**config.mk**
```make
export PLATFORM = sky130hd
export DESIGN_NAME = seq_detect_param
export DESIGN_NICKNAME = d
export VERILOG_FILES = /design/src/rtl/seq_detect_param.sv
export SDC_FILE = /design/constraint.sdc
export NUM_CORES = 1
export LEC_CHECK = 0
export ABC_AREA = 1
export CAP_MARGIN = 20
export CORE_AREA = 5 5 66 68
export DETAILED_ROUTE_END_ITERATION = 8
export DIE_AREA = 0 0 71 73
export GPL_ROUTABILITY_DRIVEN = 0
export GPL_TIMING_DRIVEN = 0
export PLACE_DENSITY_LB_ADDON = 0.15
export SLEW_MARGIN = 0
export SYNTH_ARGS = -nofsm -noshare
export SYNTH_HDL_FRONTEND = slang
export SYNTH_SLANG_ARGS = --single-unit
```
**constraint.sdc**
```tcl
create_clock -name clk -period 2.4 [get_ports clk]
set_clock_uncertainty 0.05 [all_clocks]
set_input_delay 0.48 -clock clk [delete_from_list [all_inputs] [get_ports clk]]
set_output_delay 0.48 -clock clk [all_outputs]
set_load 0.02 [all_outputs]
```
**src/rtl/seq_detect_param.sv**
```systemverilog
// Serial pattern detector with a runtime-loadable pattern and length.
// Supports overlapping and non-overlapping matching, plus a saturating hit counter.
module seq_detect_param #(
    parameter int                 MAX_LEN = 8,
    parameter int                 CNT_W   = 8,
    parameter logic [MAX_LEN-1:0] DEF_PAT = MAX_LEN'(8'b0000_1011),
    parameter int                 DEF_LEN = 4,
    parameter bit                 DEF_OVL = 1'b1,
    localparam int                LEN_W   = $clog2(MAX_LEN + 1)
) (
    input  logic               clk,
    input  logic               reset,
    input  logic               in_valid,
    input  logic               in,
    input  logic               cfg_load,
    input  logic [MAX_LEN-1:0] pat_val,
    input  logic [LEN_W-1:0]   pat_len,
    input  logic               overlap,
    input  logic               cnt_clr,
    output logic               y,
    output logic [CNT_W-1:0]   match_cnt
);

    localparam logic [LEN_W-1:0] MAXL = LEN_W'(MAX_LEN);

    logic [MAX_LEN-1:0] r_hist;
    logic [MAX_LEN-1:0] r_pat;
    logic [LEN_W-1:0]   r_fill;
    logic [LEN_W-1:0]   r_len;
    logic               r_ovl;
    logic               r_y;
    logic [CNT_W-1:0]   r_cnt;

    logic               w_sample;
    logic [MAX_LEN-1:0] w_hist_n;
    logic [LEN_W-1:0]   w_fill_n;
    logic [MAX_LEN-1:0] w_mask;
    logic [LEN_W-1:0]   w_len_clamp;
    logic               w_hit;

    assign w_sample    = in_valid && !cfg_load;
    assign w_hist_n    = {r_hist[MAX_LEN-2:0], in};
    assign w_fill_n    = (r_fill == MAXL) ? r_fill : r_fill + 1'b1;
    assign w_len_clamp = (pat_len > MAXL) ? MAXL : pat_len;

    // Mask selects the low len_r history bits that take part in the compare.
    always_comb begin
        w_mask = '0;
        for (int i = 0; i < MAX_LEN; i++) begin
            w_mask[i] = (LEN_W'(i) < r_len);
        end
    end

    assign w_hit = w_sample && (r_len != '0) && (w_fill_n >= r_len) &&
                   ((w_hist_n & w_mask) == (r_pat & w_mask));

    always_ff @(posedge clk or negedge reset) begin
        if (!reset) begin
            r_hist <= '0;
            r_fill <= '0;
            r_pat  <= DEF_PAT;
            r_len  <= LEN_W'(DEF_LEN);
            r_ovl  <= DEF_OVL;
            r_y    <= 1'b0;
        end else if (cfg_load) begin
            r_hist <= '0;
            r_fill <= '0;
            r_pat  <= pat_val;
            r_len  <= w_len_clamp;
            r_ovl  <= overlap;
            r_y    <= 1'b0;
        end else if (in_valid) begin
            r_hist <= w_hist_n;
            r_y    <= w_hit;
            // Non-overlap restarts the fill so matched bits cannot be reused.
            r_fill <= (w_hit && !r_ovl) ? '0 : w_fill_n;
        end else begin
            r_y    <= 1'b0;
        end
    end

    always_ff @(posedge clk or negedge reset) begin
        if (!reset) begin
            r_cnt <= '0;
        end else if (cnt_clr) begin
            r_cnt <= '0;
        end else if (w_hit && (r_cnt != '1)) begin
            r_cnt <= r_cnt + 1'b1;
        end
    end

    assign y         = r_y;
    assign match_cnt = r_cnt;

endmodule

```
==> impl_results.md <==
* Status: finished clean
* Htree depth at 2
* DRC viols at 0
* Die width at 71 um
* CP Class: register to register
* Reg clk slew, reported paths at 70 ps
* Mapped Cells at 240
* Final period util at 91.1%
* Full die area at 5180 um^2
* Initial antenna violation count at 0
* CTS Buffer Depth at 2
* Gr usage total at 16.6%
* Synthesized flop and latch total at 33
* CTS buffer count at 5
* Starting Density at 49.6%
* Clock Latency Late Sink at 290 ps
* Tmin final at 2190 ps
* 1st-iter DRT viols at 134
* Final-report hold violation count at 0
* RSZ-0062 raised after global routing: no
* Crit Path Max Fanout at 10
* Main synth FF type: dfrtp_1
* Row cnt at 23
* Ant diodes at 0
* WL met3 at 181 um
* Synth cell types at 27
* Ys async rst share at 100%
* CP Launch Type: register
* Worst-case reg-to-reg path depth at 15
* Met2 wire length at 1740 um
* Sw Share at 26.2%
* Crit. End Element: register
* Vias per inst at 4.80
* Clock sinks at 33
* CTS tree: yes
* Total of max-cap violations at 0
* First-pass iteration count of the detailed router at 4
* Comb power frac at 13.8%
* Synth area leader: dfrtp_1
* Post-Route WL at 3780 um
* Worst R2R End: r_fill[2]
* Reg power frac at 46.1%
* Warnings from Yosys at 0
* Core footprint at 3800 um^2
* Synth top area share at 37.2%
* Switch Pwr at 344 uW
* Port Buffers at 27
* Ports at 28
* Worst path required time at 2530 ps
* WL met1 at 1800 um
* Detailed-route wire length per cell at 11.6 um
* Peak Freq at 457 MHz
* Vias in the first global route at 1524
* CP arrival at 2320 ps
* Relative slew slack at 52.3%
* Share of post-route cells with drive strength above 1 at 14.9%
* Cts hold-fix bufs at 0
* Vias at 1559
* Fin Setup TNS at 0 ps
* Largest net degree at the start of global routing at 34
* Hpwl dp at 2810 um
* Post-route ant nets at 0
* Power Density at 563 nW/um^2
* Slack of the worst reg-to-reg path at 210 ps
* Synthesized area per cell at 7.86 um^2
* Top sig layer: met4
* Net Count, Synth at 266
* Gr ovfl total at 0
* Reg2reg start: r_fill[0]
* Post-synth EDFFs at 0
* Final net count at 300
* Global-route wire length before repair at 6820 um
* Leakage Power at 0.00121 uW
* Clock network power share at 40.1%
* Worst VDD drop at 398 uV
* Final setup violation count at 0
* Die Ht at 73 um
* Slew Limit Fails at 0
* Seq/Total Area, Yosys at 44.1%
* Mapped cell area at 1890 um^2
* Synth area leaders: dfrtp_1 (37%), nand2_1 (15%), dfstp_2 (7.0%)
* Hold Crit Class: input port to async pin
* Pwr Total at 1310 uW
* Area Overhead vs Synth at 23.9%
* Internal power at 971 uW
* Clock root buffer: clkbuf_8
* Slew @ Worst Pin at 716 ps
## metal layers
| layer | track usage, % | vias up |
|---|---|---|
| met4 | 5.64 | 0 |
| li1 | - | 829 |
| met2 | 28.1 | 37 |
| met5 | 0 | - |
| met1 | 21.0 | 686 |
| met3 | 3.86 | 7 |
## how the worst max path moves through the flow
stage	cells past startpoint	end	slack (ps)	start
6_report	15	r_fill[2]	210	r_fill[0]
5_1_grt	15	r_fill[1]	30	r_fill[0]
4_1_cts	15	r_fill[2]	80	r_fill[0]
3_5_place_dp	15	r_fill[2]	100	r_fill[0]
3_3_place_gp	1	r_fill[1]	100	reset
2_1_floorplan	15	r_fill[0]	320	r_fill[0]
## cells in the final DEF, fill, tap and decap left out, drive strengths merged, types with 3 or more instances in the layout
| master | n |
|---|---|
| a21oi | 3 |
| buf | 4 |
| clkbuf | 6 |
| clkdlybuf4s50 | 26 |
| dfrtp | 28 |
| dfstp | 5 |
| ha | 7 |
| inv | 38 |
| nand2 | 79 |
| nand3 | 17 |
| nand4 | 11 |
| nor2 | 19 |
| o21ai | 11 |
| o22ai | 7 |
| xor2 | 8 |
## power groups by stage
| stage | clock network (uW) | logic [uW] | registers [uW] |
|---|---|---|---|
| floorplan | 0 | 116 | 611 |
| global placement | 0 | 180 | 615 |
| detailed placement | 0 | 182 | 615 |
| CTS | 536 | 182 | 606 |
| global route | 554 | 212 | 609 |
| finish | 527 | 181 | 606 |
## cell families (layout without fill, tap and decap cells)
| kind of cell | count (synthesis) | in the layout | synth area share (%) |
|---|---|---|---|
| AOI/OAI and AO/OA | 21 | 21 | 6.04 |
| DFF | 33 | 33 | 44.1 |
| adders and majority gates | 7 | 7 | 4.64 |
| xor gates and xnor gates | 9 | 9 | 4.18 |
| buffers and inverters | 42 | 77 | 8.49 |
| and+or+nand+nor | 128 | 128 | 32.5 |
## critical path: stages, from the launching register on
cell and delay (ps):
dfrtp_2 410, inv_1 50, ha_1 180, nand2_1 100, nor2_2 40, xor2_1 160
ha_1 280, inv_1 30, nand2_1 50, a21oi_1 70, o21ai_2 160, nand2_2 110
nor2_8 190, nand2_4 90, nand2_1 70, nand2_1 50
## Yosys cell counts (3+ instances only)
cell and count:
o21ai_1 4, nor2_2 5, nand4_2 3, o22ai_1 7, nor2_1 12, inv_2 7, xor2_1 8, nand4_1 8
o21ai_0 7, nand2_1 75, nand3_1 16, ha_1 7, inv_1 31, dfrtp_1 28, a21oi_1 3, dfstp_2 5
## per-stage QoR
step	setup slack, ps	instance area [um^2]	std cells	hold WS [ps]	utilization [%]
3_5_place_dp	104	2210	317	419	58.3
4_1_cts	84.5	2330	325	225	61.3
2_1_floorplan	321	1890	240	134	-
3_3_place_gp	103	2220	317	414	58.4
6_report	213	2340	325	196	61.5
5_1_grt	26.1	2340	325	278	61.5
## state kept, by name (all words and copies together), names as in the netlist
name       flops
r_len          4
r_hist         7
r_pat          8
match_cnt      8
r_fill         4
y              1
r_ovl          1
## repair_timing
action | in CTS | in global routing
buffers inserted | 0 | 0
endpoints found under the hold margin | 0 | 0
gates resized for setup | 0 | 3
setup endpoints to repair | 0 | 12
## cell type report
class,instances,area (um^2)
buffer,4,17.5
clock buffer,5,68.8
fill,346,1460
multi-input combinational,165,900
timing repair buffer,27,265
sequential,33,833
tap,50,62.6
clock inverter,3,46.3
inverter,38,143
Note: power is estimated with default switching activity, not from simulation.
